**src/rtl/vga_pkg.sv**
```systemverilog
// Shared definitions for the VGA pattern overlay: display geometry defaults,
// pattern-mode encodings, box direction encoding and the colour palette.
package vga_pkg;

  localparam int H_ACTIVE_DEF = 1280;
  localparam int V_ACTIVE_DEF = 1024;
  localparam int BOX_SIZE_DEF = 64;
  localparam int STEP_DEF     = 4;

  typedef enum logic [1:0] {
    MODE_BLACK = 2'd0,
    MODE_BARS  = 2'd1,
    MODE_GRID  = 2'd2,
    MODE_BOX   = 2'd3
  } mode_e;

  typedef enum logic {
    DIR_NEG = 1'b0,
    DIR_POS = 1'b1
  } dir_e;

  typedef struct packed {
    logic [3:0] r;
    logic [3:0] g;
    logic [3:0] b;
  } rgb_t;

  localparam rgb_t RGB_BLACK   = '{r: 4'h0, g: 4'h0, b: 4'h0};
  localparam rgb_t RGB_WHITE   = '{r: 4'hF, g: 4'hF, b: 4'hF};
  localparam rgb_t RGB_GREY_HI = '{r: 4'h8, g: 4'h8, b: 4'h8};
  localparam rgb_t RGB_GREY_LO = '{r: 4'h4, g: 4'h4, b: 4'h4};

  // Colour-bar lookup: bars 0..7 walk the RGB primaries/secondaries by the
  // bar index bits, bars 8 and 9 are two grey steps filling the last 256 px.
  function automatic rgb_t bar_colour(input logic [3:0] idx);
    rgb_t c;
    c = RGB_BLACK;
    if (idx[3] == 1'b0) begin
      c.r = {4{idx[2]}};
      c.g = {4{idx[1]}};
      c.b = {4{idx[0]}};
    end else if (idx == 4'd8) begin
      c = RGB_GREY_HI;
    end else if (idx == 4'd9) begin
      c = RGB_GREY_LO;
    end
    return c;
  endfunction

endpackage

```
**src/rtl/vga_box_axis.sv**
```systemverilog
// One axis of the bouncing box: position plus direction, stepped once per
// frame tick and reflected at 0 and LIMIT so the box never leaves the screen.
module vga_box_axis
  import vga_pkg::*;
#(
  parameter int LIMIT = H_ACTIVE_DEF - BOX_SIZE_DEF,
  parameter int STEP  = STEP_DEF
) (
  input  logic        clk,
  input  logic        rst,
  input  logic        tick_i,
  input  logic        pause_i,
  output logic [11:0] pos_o
);

  // 12-bit arithmetic leaves headroom above LIMIT + STEP, so no wrap.
  localparam logic [11:0] LIMIT_W = 12'(LIMIT);
  localparam logic [11:0] STEP_W  = 12'(STEP);

  logic [11:0] pos_q, pos_d;
  dir_e        dir_q, dir_d;

  // Next position/direction: clamp to the edge and reverse when the next step would reach it.
  always_comb begin
    pos_d = pos_q;
    dir_d = dir_q;
    if (tick_i && !pause_i) begin
      if (dir_q == DIR_POS) begin
        if (pos_q + STEP_W >= LIMIT_W) begin
          pos_d = LIMIT_W;
          dir_d = DIR_NEG;
        end else begin
          pos_d = pos_q + STEP_W;
        end
      end else begin
        if (pos_q <= STEP_W) begin
          pos_d = '0;
          dir_d = DIR_POS;
        end else begin
          pos_d = pos_q - STEP_W;
        end
      end
    end
  end

  // Axis state register.
  always_ff @(posedge clk) begin
    if (rst) begin
      pos_q <= '0;
      dir_q <= DIR_POS;
    end else begin
      pos_q <= pos_d;
      dir_q <= dir_d;
    end
  end

  assign pos_o = pos_q;

endmodule

```
**src/rtl/vga_pattern_overlay.sv**
```systemverilog
// Pixel-colour stage behind the 1280x1024 timing generator. Decodes the
// selected test pattern in stage 1, applies blanking in stage 2, and delays
// the syncs by the same two cycles so colour and sync reach the pins together.
module vga_pattern_overlay
  import vga_pkg::*;
#(
  parameter int H_ACTIVE = H_ACTIVE_DEF,
  parameter int V_ACTIVE = V_ACTIVE_DEF,
  parameter int BOX_SIZE = BOX_SIZE_DEF,
  parameter int STEP     = STEP_DEF
) (
  input  logic        clk,
  input  logic        rst,
  input  logic [10:0] hcount,
  input  logic [10:0] vcount,
  input  logic        video_on,
  input  logic        hsync_in,
  input  logic        vsync_in,
  input  logic [1:0]  mode,
  input  logic        pause,
  output logic        hsync,
  output logic        vsync,
  output logic [3:0]  red,
  output logic [3:0]  green,
  output logic [3:0]  blue
);

  localparam logic [11:0] BOX_W = 12'(BOX_SIZE);

  logic        frame_tick;
  mode_e       mode_q, mode_d;
  logic [11:0] box_x, box_y;
  logic        in_box;
  rgb_t        colour_d;

  rgb_t        colour_p1_q;
  logic        von_p1_q;
  logic        hs_p1_q, vs_p1_q;

  rgb_t        rgb_p2_q, rgb_p2_d;
  logic        hs_p2_q, vs_p2_q;

  // First blanking line start: once-per-frame update point for mode and box.
  assign frame_tick = (hcount == 11'd0) && (vcount == 11'(V_ACTIVE));

  vga_box_axis #(
    .LIMIT (H_ACTIVE - BOX_SIZE),
    .STEP  (STEP)
  ) u_box_x (
    .clk     (clk),
    .rst     (rst),
    .tick_i  (frame_tick),
    .pause_i (pause),
    .pos_o   (box_x)
  );

  vga_box_axis #(
    .LIMIT (V_ACTIVE - BOX_SIZE),
    .STEP  (STEP)
  ) u_box_y (
    .clk     (clk),
    .rst     (rst),
    .tick_i  (frame_tick),
    .pause_i (pause),
    .pos_o   (box_y)
  );

  // Mode is only latched at the frame boundary so a change never tears the picture.
  always_comb begin
    mode_d = mode_q;
    if (frame_tick) begin
      mode_d = mode_e'(mode);
    end
  end

  // Mode register.
  always_ff @(posedge clk) begin
    if (rst) begin
      mode_q <= MODE_BLACK;
    end else begin
      mode_q <= mode_d;
    end
  end

  // Pattern decode for the pixel currently presented by the timing generator.
  always_comb begin
    in_box = ({1'b0, hcount} >= box_x) && ({1'b0, hcount} < box_x + BOX_W) &&
             ({1'b0, vcount} >= box_y) && ({1'b0, vcount} < box_y + BOX_W);
    colour_d = RGB_BLACK;
    case (mode_q)
      MODE_BLACK: colour_d = RGB_BLACK;
      MODE_BARS:  colour_d = bar_colour(hcount[10:7]);
      MODE_GRID:  colour_d = ((hcount[5:0] == 6'd0) || (vcount[5:0] == 6'd0)) ?
                             RGB_WHITE : RGB_BLACK;
      MODE_BOX:   colour_d = in_box ? RGB_WHITE : bar_colour(hcount[10:7]);
      default:    colour_d = RGB_BLACK;
    endcase
  end

  // ---- stage 1: decoded colour, video_on and syncs ----
  always_ff @(posedge clk) begin
    if (rst) begin
      colour_p1_q <= RGB_BLACK;
      von_p1_q    <= 1'b0;
      hs_p1_q     <= 1'b0;
      vs_p1_q     <= 1'b0;
    end else begin
      colour_p1_q <= colour_d;
      von_p1_q    <= video_on;
      hs_p1_q     <= hsync_in;
      vs_p1_q     <= vsync_in;
    end
  end

  // Blanking overrides every pattern.
  always_comb begin
    rgb_p2_d = von_p1_q ? colour_p1_q : RGB_BLACK;
  end

  // ---- stage 2: output registers driving the VGA pins ----
  always_ff @(posedge clk) begin
    if (rst) begin
      rgb_p2_q <= RGB_BLACK;
      hs_p2_q  <= 1'b0;
      vs_p2_q  <= 1'b0;
    end else begin
      rgb_p2_q <= rgb_p2_d;
      hs_p2_q  <= hs_p1_q;
      vs_p2_q  <= vs_p1_q;
    end
  end

  assign red   = rgb_p2_q.r;
  assign green = rgb_p2_q.g;
  assign blue  = rgb_p2_q.b;
  assign hsync = hs_p2_q;
  assign vsync = vs_p2_q;

endmodule

```
**config.mk**
```make
export PLATFORM = sky130hd
export DESIGN_NAME = vga_pattern_overlay
export DESIGN_NICKNAME = d
export VERILOG_FILES = /design/src/rtl/vga_pkg.sv /design/src/rtl/vga_box_axis.sv /design/src/rtl/vga_pattern_overlay.sv
export SDC_FILE = /design/constraint.sdc
export NUM_CORES = 1
export LEC_CHECK = 0
export CAP_MARGIN = 20
export CORE_MARGIN = 2
export CORE_UTILIZATION = 60
export CTS_CLUSTER_DIAMETER = 60
export DETAILED_ROUTE_END_ITERATION = 12
export GPL_TIMING_DRIVEN = 0
export PLACE_DENSITY_LB_ADDON = 0.12
export SLEW_MARGIN = 5
export SYNTH_ARGS = -nofsm -noshare
export SYNTH_HDL_FRONTEND = slang
export SYNTH_SLANG_ARGS = --single-unit
export TNS_END_PERCENT = 1
```
**constraint.sdc**
```tcl
create_clock -name clk -period 6.1 [get_ports clk]
set_input_delay 0.915 -clock clk [delete_from_list [all_inputs] [get_ports clk]]
set_output_delay 0.915 -clock clk [all_outputs]
set_load 0.01 [all_outputs]
```
# Yosys cells after proc, flatten, opt, wreduce, memory -nomap -nowiden
# Cells that the tools add are included.
[word_totals]
register_bits = 57
input_bits = 30
out_inout_bits = 14
wordCells = 67
[classes]
n_addsub = 6
order_cmp = 8
eq_ne = 6
n_mux = 18
bitwise_logic = 1
n_reduce_logical = 12
[ops]
columns = ["cell", "count"]
rows = [
  ["12-bit two-way mux", 10],
  ["12-bit one-hot mux with 4 select lines", 1],
  ["12-bit by 3-bit adder with 12-bit output (second input constant)", 2],
  ["12-bit by 7-bit adder with 12-bit output (second input constant)", 2],
  ["11-bit by 12-bit >= comparator with 1-bit output", 2],
  ["12-bit by 3-bit <= comparator with 1-bit output (second input constant)", 2],
  ["11-bit by 12-bit less-than comparator with 1-bit output", 2],
  ["12-bit by 3-bit subtractor with 12-bit output (second input constant)", 2],
  ["12-bit by 10-bit >= comparator with 1-bit output (second input constant)", 1],
  ["12-bit by 11-bit >= comparator with 1-bit output (second input constant)", 1],
  ["6-bit zero test", 2],
  ["11-bit == test (second input constant)", 1],
  ["11-bit zero test", 1],
  ["11-bit two-way mux", 1],
  ["4-bit == test (second input constant)", 2],
  ["1-bit two-way mux", 6],
  ["1-bit logical AND", 5],
  ["2-bit == test (second input constant)", 2],
  ["2-bit by 1-bit == test with 1-bit output (second input constant)", 1],
  ["2-bit zero test", 1],
  ["2-bit OR reduction", 1],
  ["1-bit zero test", 1],
  ["1-bit logical OR", 1],
  ["1-bit inverter", 1],
]

# Depth between registers and ports, before layout
# Gate-level depths: netlist of the first run.
[logic_depth]
word_depth = 7
mapped_depth = 11
mapped_depth_nobuf = 10

# By module
# A second synthesis of the first run with hierarchy kept.
[hier_totals]
hier_cells = 488
hier_area_um2 = 4071.4
[modules_own_cells]
columns = ["mod", "instances", "cells_each", "area_per_inst_um2", "seq_area_each_um2"]
rows = [
  ["vga_pattern_overlay", 1, 218, 1923.1, 500.5],
  ["vga_box_axis (u_box_x)", 1, 141, 1153.6, 220.2],
  ["vga_box_axis (u_box_y)", 1, 129, 994.7, 220.2],
]

# Worst setup path after synthesis of the first run
# No wires, ideal clock.
[synth_path]
path_type = "input-to-reg"
from = "input port hcount[2]"
to = "register u_box_x.pos_q[4], in the netlist u_box_x.pos_o[4]"
setup_ps = 127
arrival_ps = 2496
required_ps = 5973
path_slack_ps = 3478
stages = 8
n_path_buf = 1
cell_sequence = "nor4_4 -> nand2_2 -> nor4b_4 -> and2b_1 -> buf_6 -> o21ai_0 -> and4_4 -> or3_1"
[synth_via]
elab_chain_len = 3
[synth_rtl]
columns = ["element", "line", "rtl"]
rows = [
  ["from (decl)", "vga_pattern_overlay.sv:14", "input logic [10:0] hcount,"],
  ["11-bit zero test", "vga_pattern_overlay.sv:44", "assign frame_tick = (hcount == 11'd0) && (vcount == 11'(V_ACTIVE));"],
  ["1-bit logical AND", "vga_pattern_overlay.sv:44", ""],
  ["1-bit logical AND", "vga_box_axis.sv:27", "if (tick_i && !pause_i) begin"],
  ["to (signal assigned)", "vga_box_axis.sv:52", "pos_q <= pos_d;"],
  ["to (decl)", "vga_box_axis.sv:20", "logic [11:0] pos_q, pos_d;"],
]
# No other way between the ends.
# A chain may end at the register's enable or synchronous reset.

# Final worst setup path of the first run
[layout_path]
from = "input port vcount[9]"
to = "register colour_p1_q[1] (netlist bit)"
[layout_via]
elab_chain_len = 5
elab_cells_between_ends = 6
cone_classes = "2 x order compare; 2 x mux; 2 x reduce/logical"
[layout_rtl]
columns = ["element", "line", "rtl"]
rows = [
  ["from (decl)", "vga_pattern_overlay.sv:15", "input logic [10:0] vcount,"],
  ["11-bit by 12-bit >= comparator with 1-bit output", "vga_pattern_overlay.sv:88", "({1'b0, vcount} >= box_y) && ({1'b0, vcount} < box_y + BOX_W);"],
  ["1-bit logical AND", "vga_pattern_overlay.sv:87", "in_box = ({1'b0, hcount} >= box_x) && ({1'b0, hcount} < box_x + BOX_W) &&"],
  ["1-bit logical AND (*)", "vga_pattern_overlay.sv:88", ""],
  ["12-bit two-way mux (*)", "vga_pattern_overlay.sv:95", "MODE_BOX: colour_d = in_box ? RGB_WHITE : bar_colour(hcount[10:7]);"],
  ["12-bit one-hot mux with 4 select lines (*)", "vga_pattern_overlay.sv:90", "case (mode_q)"],
  ["to (signal assigned)", "vga_pattern_overlay.sv:108", "colour_p1_q <= colour_d;"],
  ["to (decl)", "vga_pattern_overlay.sv:36", "rgb_t colour_p1_q;"],
]
# Mark *: on every way between the ends. The rest lies on a longest branch, timed or not.

==> flow_summary.toml, run 1 <==
[yosys]
yosysTopAreaCellShare_pct = 26.3
ys_seq_elements = 47
syn_area_um2 = 3570
synth_top_area_cell = "dfxtp_1"
yosysUniqueCellTypes = 68
synthTopCellsByCount = "dfxtp_1 (47), ha_1 (38), nor2_1 (38)"
syn_avg_cell_area_um2 = 8.08
synthFlopType = "dfxtp_1"
synth.area.top_cells = "dfxtp_1 (26%), ha_1 (13%), a21oi_1 (5.0%)"
yosysMostFrequentCell = "dfxtp_1"
netlist_instances = 442
async_reset_ff_share_pct = 0
syn_nets = 510
synth_seq_area_share_pct = 26.3
synth-edff-count = 0
yosys_warnings = 0

[power]
total_power_uw = 633
p_leak_nw = 1.59
cellPowerDensity_nw_per_um2 = 151
vdd_drop_max_uv = 117

[route]
dr.pass1.iters = 6
routedWlPerCell_um = 16.7
final_antenna_net_count = 0
drt_wl_total_mm = 9.49
drtIter0Drc = 223
drc_errors = 0
route.vias.total = 3521
vias_per_cell = 6.21

[sta]
tns_ns = 0
holdWs_ns = 0.432
drv_slew = 0
setup_viol = 0
fmax_mhz = 305
rsz0062_at_grt = "false"
slew_headroom_pct = 56.5
hold_viol = 0
period_needed_ns = 3.28
worst_pin_slew_ns = 0.648
period_share_pct = 53.8
clock_skew_ns = 0.00306

[setup_path]
worstPathArrival_ns = 3.51
path_buf_inv = 1
max_stage_delay_ns = 0.52
critPathTopFamily = "compound AO/OA/AOI/OAI gates"
critPathSlowestCell = "clkdlybuf4s50_1"
r2r_setup_slack_ns = 3.09
cp.required_ns = 6.33
worstRegToRegCells = 10
r2r-start = "u_box_y.pos_o[7]"
worstReg2RegEnd = "colour_p1_q[1]"
crit_type = "in2reg"
crit_fanout = 9
crit_chain = "clkdlybuf4s50_1 -> ha_1 -> a21oi_1 -> nor2b_1 -> a2111oi_0 -> a21oi_1 -> a2111oi_0 -> nand3_1 -> o21ai_0"
worst_setup_path_start_kind = "input port"
cp-end-kind = "flip-flop"

[clock_tree]
cts_inserted_buffers = 5
cts.repair_timing.setup_buffer_count = 0
post_cts_resized = 0
clk_latency_ns = 0.31
clockBufferDepth = 2
cts.reportedPaths.clkPinSlew_ns = 0.09
cts_hold_repair.buffers = 0
htreeDepth = 2
cts_root_buffer = "clkbuf_8"
cts.sinks = 47
tritoncts = "done"

[global_routing]
grt_antenna_before_repair = 0
grt_pass1_vias = 3287
track_usage_pct = 30.3
grt_remaining_overflow = 0
grt_pass1_wl_mm = 15.5
grt_max_degree = 17

[placed_design]
dp_hpwl_mm = 7.25
dp_cells = 559
place.gp.congestion = 0.910
portBuffers = 42

[worst_hold_path]
hold_class = "reg2reg"
min_to = "blue[3]"
min_from = "colour_p1_q[3]"
whs_path_depth = 1

[die]
die_h_um = 81.1
rows = 28
die-area_um2 = 6580
die_x_um = 81.1
ios = 44
start_util_pct = 61.0
core_um2 = 5850

[final_layout]
stdcell_count = 567
nFillCells = 484
drive_gt1_share_pct = 9.76
syn_to_final_growth_pct = 17.6
n_antenna_cell = 0
final_core_util_pct = 71.8
fin_nets = 559

[outcome]
status = "completed"

[run]
cap_violations = 0
how the worst max path moves through the flow:
stage                    from           endpoint  slack [ns]  cells past startpoint
detailed placement  vcount[9]     colour_p1_q[1]        2.58                      9
global route        hcount[6]  u_box_x.pos_o[11]        2.73                      8
global placement    hcount[6]   u_box_y.pos_o[5]        2.67                      8
finish              vcount[9]     colour_p1_q[1]        2.82                      9
floorplan           hcount[2]   u_box_x.pos_o[4]        3.48                      8
CTS                 vcount[9]     colour_p1_q[1]        2.87                      9
through the flow:
step	area, um2	setup slack, ns
5_1_grt	4200	2.73
2_1_floorplan	3570	3.48
4_1_cts	4200	2.87
6_report	4200	2.82
3_5_place_dp	4090	2.58
3_3_place_gp	4090	2.67
cells in the final DEF, fill, tap and decap left out, types with 8 or more instances in the layout:
cell type	instances
dfxtp_1	47
clkdlybuf4s50_1	42
nor2_1	38
ha_1	38
a21oi_1	36
o21ai_0	35
inv_1	26
nand2_1	24
nand3_1	17
xnor2_1	15
nor3_1	13
and2_1	10
buf_2	8
clkbuf_1	8
a31oi_1	8
nor2b_1	8
layout make-up:
class	instances	area, um2	area share (%)
plain buffers	24	138	3.28
repair buffers	42	420	10.0
well taps	75	93.8	2.23
clock inverters	3	46.3	1.10
multi-input cells	344	2390	56.9
flip-flops and latches	47	941	22.4
clock buffers	5	68.8	1.64
inverters	27	101	2.41
routing by layer:
metal  up-vias  global-route usage (%)  wire length (um)
li1       1702                       -                 -
met5         -                       0                 0
met3        28                    5.56               615
met4         0                    13.2               278
met1      1642                    37.6              3920
met2       149                    51.2              4680
report_power, final:
| group | total, mW | leakage [nW] | internal (mW) | switching, mW |
|---|---|---|---|---|
| Clock | 0.243 | 0.0548 | 0.124 | 0.119 |
| Sequential | 0.309 | 0.380 | 0.309 | 0.000534 |
| Combinational | 0.0812 | 1.15 | 0.0396 | 0.0416 |
state kept, by name, indices dropped and copies added (netlist names):
register,cells
u_box_y.dir_q,1
hs_p1_q,1
red,3
u_box_x.dir_q,1
hsync,1
blue,3
von_p1_q,1
u_box_y.pos_o,10
vsync,1
green,3
vs_p1_q,1
u_box_x.pos_o,10
colour_p1_q,9
mode_q,2
cell families (layout without fill, tap and decap cells):
logic type	after synthesis	count (layout)	share of synthesized area (%)
AOI/OAI and AO/OA	127	127	22.4
xor gates and xnor gates	17	17	4.17
adders and majority gates	38	38	13.3
buffers and inverters	51	101	6.69
DFF	47	47	26.3
muxes	2	2	0.561
and+or+nand+nor	160	160	26.5
Power figures use the tool's default switching activity.
==> run 2: changes to the inputs <==
Settings changed: CORE_UTILIZATION 60 to 57.
Clock period 6.1 ns to 3.2 ns, I/O delays scaled along.
==> run 2 against run 1 <==
  * Sequential power up 91%
  * Via count down 4.3%
  * Global-route usage down 4.8 points
  * Critical path type is now reg2reg
  * Hold slack better by 0.00054 ns
  * Sequential share of layout area about the same
  * Non-clock buffer count up 1
==> flow_summary.toml, run 2 (same netlist as run 1, synthesis figures left out) <==
[global_routing]
grt_pass1_vias = 3157
track_usage_pct = 25.5
grt_antenna_before_repair = 0
grt_max_degree = 16
grt_remaining_overflow = 0
grt_pass1_wl_mm = 14.8

[power]
vdd_drop_max_uv = 201
total_power_mw = 1.19
cellPowerDensity_nw_per_um2 = 284
p_leak_nw = 1.60

[die]
start_util_pct = 59.6
rows = 28
core_um2 = 5990
die-area_um2 = 6910
die_h_um = 83.2
die_x_um = 83.2
ios = 44

[final_layout]
syn_to_final_growth_pct = 17.8
drive_gt1_share_pct = 9.94
final_common_cell = "dfxtp_1"
layout_common_cells = "dfxtp_1 (47), clkdlybuf4s50_1 (42), nor2_1 (38), ha_1 (38), a21oi_1 (36)"
nFillCells = 511
seq_area_um2 = 941
multiInputGateArea_um2 = 2390
fin_nets = 560
n_antenna_cell = 0

[placed_design]
portBuffers = 42
dp_hpwl_mm = 6.82
place.gp.congestion = 0.928
post-place-ws_ns = 0.192

[clock_tree]
cts.sinks = 47
cts_inserted_buffers = 5
htreeDepth = 2
cts_root_buffer = "clkbuf_8"
cts.reportedPaths.clkPinSlew_ns = 0.11
clockBufferDepth = 2
tritoncts = "done"
clk_latency_ns = 0.31

[route]
vias_per_cell = 5.93
drc_errors = 0
final_antenna_net_count = 0
routedWlPerCell_um = 15.5
route.vias.total = 3368
dr.pass1.iters = 4
drtIter0Drc = 129
drt_wl_total_mm = 8.81

[sta]
fin_ws_ns = 0.250
rsz0062_at_grt = "false"
tns_ns = 0
clock_skew_ns = 0.0177
slew_headroom_pct = 56.0
period_share_pct = 92.2
worst_pin_slew_ns = 0.655
hold_viol = 0
drv_slew = 0
fmax_mhz = 339
period_needed_ns = 2.95
setup_viol = 0

[setup_path]
crit_fanout = 9
worstPathArrival_ns = 3.17
cp-end-kind = "flip-flop"
cp.required_ns = 3.42
crit_type = "reg2reg"
worst_setup_path_start_kind = "flip-flop"

[run]
cap_violations = 0

[outcome]
status = "completed"

[worst_hold_path]
hold_class = "reg2reg"
## run 2: cell types whose count changed in the layout (fill, tap and decap cells not counted), sizes merged
| cell | previous run | this run |
|---|---|---|
| clkinv | 0 | 2 |
| clkinvlp | 1 | 0 |
| inv | 28 | 27 |
| buf | 16 | 17 |
## run 2: worst max-delay path: stages, from the launching register on
cell	delay, ns
dfxtp_1	0.49
ha_1	0.29
nand3_1	0.11
xnor2_1	0.19
ha_1	0.27
nor2b_1	0.14
a2111oi_0	0.38
a21oi_1	0.16
a2111oi_0	0.45
nand3_1	0.13
buf_4	0.18
o21ai_0	0.08
## run 2: worst paths after layout
path	from	endpoint	slack (ns)	depth (start not counted)
max	u_box_y.pos_o[7]	colour_p1_q[5]	0.25	11
min	colour_p1_q[1]	blue[1]	0.43	1
max reg2reg	u_box_y.pos_o[7]	colour_p1_q[5]	0.25	11
min reg2reg	colour_p1_q[1]	blue[1]	0.43	1
## run 2: area by class of cell
cell class,count,share of cell area (%)
buffer,24,3.27
sequential,47,22.4
tap,75,2.23
multi-input combinational,344,56.9
clock buffer,5,1.64
inverter,27,2.41
timing repair buffer,43,10.2
clock inverter,3,1.04
## run 2: what timing repair did
| item | in CTS | in global routing |
|---|---|---|
| buffers inserted | 0 | 1 |
| resized for setup | 0 | 0 |
| setup endpoints to repair | 0 | 9 |
| hold buffers | 0 | 0 |
| endpoints found under the hold margin | 0 | 0 |
## run 2: where the power goes
part / total (mW) / internal, mW / switching (mW)
registers: 0.590 / 0.589 / 0.00120
clock network: 0.450 / 0.233 / 0.217
logic: 0.153 / 0.0751 / 0.0779
total: 1.19 / 0.897 / 0.296
## run 2: metal layers
metal,up-vias,global-route usage [%],share of wire (%)
met5,-,0,0
met2,99,42.2,46
met1,1544,34.2,47
met4,0,8.05,2.2
met3,21,3.98,4.7
li1,1704,-,-
## run 2: per-stage QoR
stage	instance area, um2	cells	utilization (%)	hold slack [ns]
floorplan	3570	442	-	0.406
global placement	4090	559	68.2	0.408
detailed placement	4090	559	68.2	0.411
CTS	4200	567	70.1	0.434
global route	4210	568	70.2	0.450
finish	4210	568	70.2	0.433
